File: config.mk
export PLATFORM = sky130hd
export DESIGN_NAME = power_mode_ctrl
export DESIGN_NICKNAME = d
export VERILOG_FILES = /design/src/rtl/power_pkg.sv /design/src/rtl/power_mode_ctrl_ramp_timer.sv /design/src/rtl/power_mode_ctrl.sv
export SDC_FILE = /design/constraint.sdc
export NUM_CORES = 1
export LEC_CHECK = 0
export ABC_AREA = 1
export CAP_MARGIN = 20
export CORE_AREA = 2 2 39 41
export CTS_CLUSTER_SIZE = 40
export DETAILED_ROUTE_END_ITERATION = 10
export DIE_AREA = 0 0 41 43
export MAX_ROUTING_LAYER = met4
export PLACE_DENSITY = 0.73
export SLEW_MARGIN = 20
export SYNTH_ARGS = -nofsm -noshare
export SYNTH_HDL_FRONTEND = slang
export SYNTH_SLANG_ARGS = --single-unit
export TNS_END_PERCENT = 20
File: constraint.sdc
create_clock -name clk -period 3.63 [get_ports clk]
set_input_delay 1.089 -clock clk [delete_from_list [all_inputs] [get_ports clk]]
set_output_delay 1.089 -clock clk [all_outputs]
set_load 0.02 [all_outputs]
File: src/rtl/power_pkg.sv
// Shared types and helpers for the power-mode controller.
// The POWER_LOCK_EN macro (see power_mode_ctrl) does not affect this package.
package power_pkg;

    typedef enum logic {
        IDLE = 1'b0,
        RAMP = 1'b1
    } state_t;

    localparam int unsigned MODE_TRAINING = 0;
    localparam int unsigned MODE_DUELING  = 1;
    localparam int unsigned MODE_BULKHEAD = 2;

    // Widest mode vector the helper accepts; callers zero-extend into it.
    localparam int unsigned MAX_MODES = 32;

    function automatic logic is_onehot(input logic [MAX_MODES-1:0] v);
        return (v != '0) && ((v & (v - MAX_MODES'(1))) == '0);
    endfunction

endpackage

File: src/rtl/power_mode_ctrl_ramp_timer.sv
// Break-before-make ramp counter: loaded with RAMP_CYCLES, counts down,
// flags the final ramp cycle. Unaffected by POWER_LOCK_EN.
module ramp_timer #(
    parameter int unsigned RAMP_CYCLES = 4
) (
    input  logic clk,
    input  logic rst,
    input  logic load,
    input  logic dec,
    output logic last
);

    localparam int unsigned CW = $clog2(RAMP_CYCLES + 1);

    logic [CW-1:0] count;

    // Saturates at zero so it can never wrap, even if dec is held.
    always_ff @(posedge clk or negedge rst) begin
        if (!rst) begin
            count <= '0;
        end else if (load) begin
            count <= CW'(RAMP_CYCLES);
        end else if (dec && (count != '0)) begin
            count <= count - CW'(1);
        end
    end

    assign last = (count == CW'(1));

endmodule

File: src/rtl/power_mode_ctrl.sv
// One-hot power mode register with valid/ready change requests and a timed
// all-rails-off ramp. Optional lock feature enabled by defining POWER_LOCK_EN.
module power_mode_ctrl
    import power_pkg::*;
#(
    parameter int unsigned N_MODES      = 3,
    parameter int unsigned RAMP_CYCLES  = 4,
    parameter int unsigned DEFAULT_MODE = MODE_TRAINING
) (
    input  logic               clk,
    input  logic               rst,
    input  logic               req_valid,
    input  logic [N_MODES-1:0] req_mode,
    output logic               req_ready,
    output logic [N_MODES-1:0] mode_out,
    output logic               busy,
    output logic               mode_changed,
    output logic               err_illegal
`ifdef POWER_LOCK_EN
    ,
    input  logic               lock,
    output logic               err_locked
`endif
);

    localparam logic [N_MODES-1:0] RESET_MODE = N_MODES'(1) << DEFAULT_MODE;

    state_t             state_q, state_d;
    logic [N_MODES-1:0] mode_q, mode_d;
    logic [N_MODES-1:0] pending_q, pending_d;
    logic               busy_q, busy_d;
    logic               changed_q, changed_d;
    logic               illegal_q, illegal_d;
    logic               locked_d;
    logic               lock_hit;
    logic               req_legal;
    logic               timer_load, timer_dec, timer_last;

`ifdef POWER_LOCK_EN
    logic locked_q;
    assign lock_hit = lock;
`else
    assign lock_hit = 1'b0;
`endif

    assign req_legal = is_onehot(MAX_MODES'(req_mode));

    ramp_timer #(
        .RAMP_CYCLES(RAMP_CYCLES)
    ) u_ramp_timer (
        .clk  (clk),
        .rst  (rst),
        .load (timer_load),
        .dec  (timer_dec),
        .last (timer_last)
    );

    always_comb begin
        state_d    = state_q;
        mode_d     = mode_q;
        pending_d  = pending_q;
        changed_d  = 1'b0;
        illegal_d  = 1'b0;
        locked_d   = 1'b0;
        timer_load = 1'b0;
        timer_dec  = 1'b0;

        unique case (state_q)
            IDLE: begin
                if (req_valid) begin
                    if (!req_legal) begin
                        illegal_d = 1'b1;
                    end else if (req_mode != mode_q) begin
                        if (lock_hit) begin
                            locked_d = 1'b1;
                        end else begin
                            pending_d  = req_mode;
                            mode_d     = '0;
                            timer_load = 1'b1;
                            state_d    = RAMP;
                        end
                    end
                end
            end
            RAMP: begin
                timer_dec = 1'b1;
                if (timer_last) begin
                    mode_d    = pending_q;
                    changed_d = 1'b1;
                    state_d   = IDLE;
                end
            end
            default: state_d = IDLE;
        endcase

        busy_d = (state_d == RAMP);
    end

    always_ff @(posedge clk or negedge rst) begin
        if (!rst) begin
            state_q   <= IDLE;
            mode_q    <= RESET_MODE;
            pending_q <= '0;
            busy_q    <= 1'b0;
            changed_q <= 1'b0;
            illegal_q <= 1'b0;
        end else begin
            state_q   <= state_d;
            mode_q    <= mode_d;
            pending_q <= pending_d;
            busy_q    <= busy_d;
            changed_q <= changed_d;
            illegal_q <= illegal_d;
        end
    end

`ifdef POWER_LOCK_EN
    always_ff @(posedge clk or negedge rst) begin
        if (!rst) begin
            locked_q <= 1'b0;
        end else begin
            locked_q <= locked_d;
        end
    end
    assign err_locked = locked_q;
`endif

    assign req_ready    = (state_q == IDLE);
    assign mode_out     = mode_q;
    assign busy         = busy_q;
    assign mode_changed = changed_q;
    assign err_illegal  = illegal_q;

endmodule

* Word-level counts from Yosys, hierarchy flattened *
Cells that the tools add are included.

word-level totals
  bits of input ports = 6
  word-level logic and storage cells = 43
  flip-flop bits (word level) = 12

cells by class
  bitwise gates (word level) = 2
  equal/unequal tests = 6
  mux-type cells = 19
  reductions and logical operators = 8
  add/subtract/negate cells = 2

operators by type and width
  cell                                                   count
  bitwise AND 3 x 32 -> 32 bit                           1
  zero test 32 bit                                       1
  two-way mux 3 bit                                      6
  two-way mux 1 bit                                      11
  AND reduction 4 bit                                    2
  inequality test 2 x 1 -> 1 bit, second input constant  3
  one-hot mux 3 bit (2 select lines)                     1
  nonzero test 3 bit                                     2
  subtractor 3 x 1 -> 4 bit, second input constant       1
  equality test 3 x 1 -> 1 bit, second input constant    1
  inequality test 3 bit                                  1
  subtractor 3 x 1 -> 3 bit, second input constant       1
  logical AND 1 bit                                      2
  inequality test 2 bit, second input constant           1
  one-hot mux 1 bit (2 select lines)                     1
  nonzero test 2 bit                                     1
  NOT 1 bit                                              1

* Longest topological paths before layout *
  word-level depth = 8
  depth in mapped cells = 9
  gate-level depth less buffers = 8

* Hierarchy *
From an unflattened synthesis, not the netlist that was laid out.

second synthesis, totals
  cells, all modules = 77
  area, all modules = 619.3 µm²

by module, submodules not included
  module           cells an instance  seq. area each (µm²)  instances  area each (µm²)
  power_mode_ctrl  51                 226.5                 1          416.6
  ramp_timer       26                 75.1                  1          202.7

* Least setup slack after synthesis *
Ideal clock, no wire load.

  path kind = input-to-reg
  start = input req_mode[2]
  end = register mode_q[1] (netlist: mode_out[1])
  slack = 1.826 ns
  stages = 9
  required time = 3.512 ns
  arrival = 1.686 ns
  cell sequence = inv_1 nand2_1 nand2_1 nand2_1 nor2_2 nand2_2 buf_6 nand3_1 nand2_1

on the way
  cells in the longest elaborated chain, start to end = 6

RTL lines
  what                                      line                    RTL
  start, declared                           power_mode_ctrl.sv:13   input logic [N_MODES-1:0] req_mode,
  subtractor 3 x 1 -> 4 bit                 power_pkg.sv:18         return (v != '0) && ((v & (v - MAX_MODES'(1))) == '0);
  bitwise AND 3 x 32 -> 32 bit              power_pkg.sv:18
  zero test 32 bit                          power_pkg.sv:18
  logical AND 1 bit                         power_pkg.sv:18
  inequality test 2 x 1 -> 1 bit (no line)  --
  AND reduction 4 bit (no line) (*)         --
  end signal, assigned                      power_mode_ctrl.sv:109  mode_q <= mode_d;
  end, declared                             power_mode_ctrl.sv:29   logic [N_MODES-1:0] mode_q, mode_d;

Every way passes the cells marked *; elsewhere a longest branch is shown, timed or not.
A chain may end at the register's enable or synchronous reset.

==> results.ini <==
[setup_path]
r2r_setup_slack_ns=2.34
critical_path_class=reg2out
worstRegToRegCells=6
required_ns=2.54
worst_setup_path_start_kind=register
reg2reg_from=u_ramp_timer.count[0]$_DFFE_PN0P_
cp_max_fo=7
rr_endpoint=u_ramp_timer.count[2]$_DFFE_PN0P_
crit_arrival_ns=1.47
end_kind=output pin

[finish]
fin_util=0.563
nets=98
syn_to_final_growth_pct=26.9
final_common_cell=nand2_1
layout-drive-gt1-share=0.136
nFillCells=138
antennaDiodeCount=0
final_cell_mix=nand2_1, clkdlybuf4s50_1, dfrtp_1

[placement]
port-buffer-count=12
hpwl_um=934
place.gp.congestion=0.793

[grt]
grtUsageMet2=0.269
grt_antenna_before_repair=0
grt_use_total=0.179
grt_max_degree=13
overflow=0
met1_usage=0.207
grt_pass1_vias=472
grt_pass1_wl_um=1970
gr-max-usage-layer=met2
met3_usage=0.0314

[run]
cap_violations=0

[power]
powerDensity_nw_per_um2=830
total_power_w=0.000647
leakagePower_nw=0.405
irDropWorstVdd_v=0.000437

[yosys]
yosys.area.top_type=dfrtp_1
synth_top_area_share=0.448
syn_nets=82
synth_warnings=0
synth_top_cells_by_area=dfrtp_1, nand2_1, ha_1
syn_inst=73
ys_seq_area_frac=0.491
avgSynthCellArea_sq_um=8.42
synth.distinct_cells=17
syn_area_sq_um=614
synth-seq-cells=12

[min_path]
hold_depth=2
hp-start=pending_q[0]$_DFFE_PN0P_
hold_class=reg2reg
hold_end=pending_q[0]$_DFFE_PN0P_

[route]
first_pass_iters=4
wl_per_cell_um=11.8
drt_iter0_drc=10
ant_nets=0
vias=526
via_per_inst=5.06
wl_um=1230
drc=0

[die]
die_x_um=41
start_util=0.444
io-pin-count=13
std_cell_rows=14
die-area_sq_um=1760
fp.dieH_um=43
core_sq_um=1380

[sta]
fin_crit_sh=0.705
finalSetupViolations=0
rsz0062_at_grt=false
finalHoldViolations=0
drv_slew=0
tns_ns=0
final.setup_skew_ns=0.00555
period_needed_ns=2.56
tightestPinTransition_ns=0.556
fmaxAchievable_mhz=391
maxSlewHeadroom=0.628

[clocking]
h-tree-depth=1
cts_tree=built
post_cts_resized=0
cts_buffers=3
clk_pin_slew_worst_paths_ns=0.08
root_buffer=clkbuf_4
clkSinkCount=12
clk_latency_ns=0.28
cts_hold_buf=0
clock_path_buffers=2
post-cts-setup-buffers=0

[outcome]
outcome=complete, no violations

-- state kept, by name (all words and copies together) (netlist names) --
name,flops
mode_out,3
busy,1
mode_changed,1
u_ramp_timer.count,3
err_illegal,1
pending_q,3
-- power by group --
part | switching (W) | leakage [nW] | total, W | internal (W)
clock | 0.0000487 | 0.0210 | 0.000110 | 0.0000611
combinational | 0.000173 | 0.235 | 0.000300 | 0.000128
sequential | 0.0000431 | 0.149 | 0.000237 | 0.000194
-- worst max path at each step --
stage / startpoint / end / slack, ns / cells after the start
global placement: req_mode[1] / pending_q[2]$_DFFE_PN0P_ / 1.29 / 8
floorplan: req_mode[2] / mode_out[1]$_DFFE_PN0P_ / 1.83 / 9
detailed placement: req_mode[1] / pending_q[2]$_DFFE_PN0P_ / 1.24 / 8
CTS: busy$_DFF_PN0_ / req_ready / 1.07 / 2
finish: busy$_DFF_PN0_ / req_ready / 1.07 / 2
global route: busy$_DFF_PN0_ / req_ready / 1.04 / 2
-- critical path, stage by stage (launching register included) --
cell,delay [ns]
dfrtp_1,0.47
inv_2,0.12
clkdlybuf4s50_1,0.61
-- cell usage after synthesis --
library cell,instances
inv_1,9
nand3_1,6
o21ai_1,3
dfrtp_1,11
nand4_1,3
nand2_1,21
buf_6,1
nand2_2,1
nor2_1,3
a21oi_2,1
xor2_1,2
o21ai_0,1
ha_1,3
inv_2,4
dfstp_2,1
nor2_2,1
xnor2_1,2
-- metrics by stage --
step / worst slack, ns / std cells / hold WS [ns] / area [sq um]
after floorplan: 1.83 / 73 / 0.459 / 614
after CTS: 1.07 / 104 / 0.505 / 779
after detailed placement: 1.24 / 100 / 0.483 / 743
final: 1.07 / 104 / 0.501 / 779
after global routing: 1.04 / 104 / 0.531 / 779
after global placement: 1.29 / 100 / 0.480 / 743
-- cell type report --
cell class	instances	area (sq um)	area share
clock buffers	4	36.3	0.0465
multi-input cells	47	253	0.324
well taps	16	20.0	0.0257
repair buffers	12	120	0.154
inverters	13	48.8	0.0626
flip-flops and latches	12	302	0.387
-- per-layer routing --
layer / part of all wire / up-vias / wire, um
li1: - / 256 / -
met1: 0.42 / 243 / 517
met2: 0.49 / 22 / 604
met3: 0.050 / 5 / 61
met4: 0.036 / 0 / 44
met5: 0 / - / 0
-- cell families (layout without fill, tap and decap cells) --
group,count (synthesis),count (layout),share of synthesized area
simple gates,35,35,0.246
xor+xnor,4,4,0.0570
buf+inv,14,29,0.0977
compound gates,5,5,0.0468
flops,12,12,0.491
fa+ha+maj,3,3,0.0611
No activity file was read; power rests on OpenSTA's default activity.
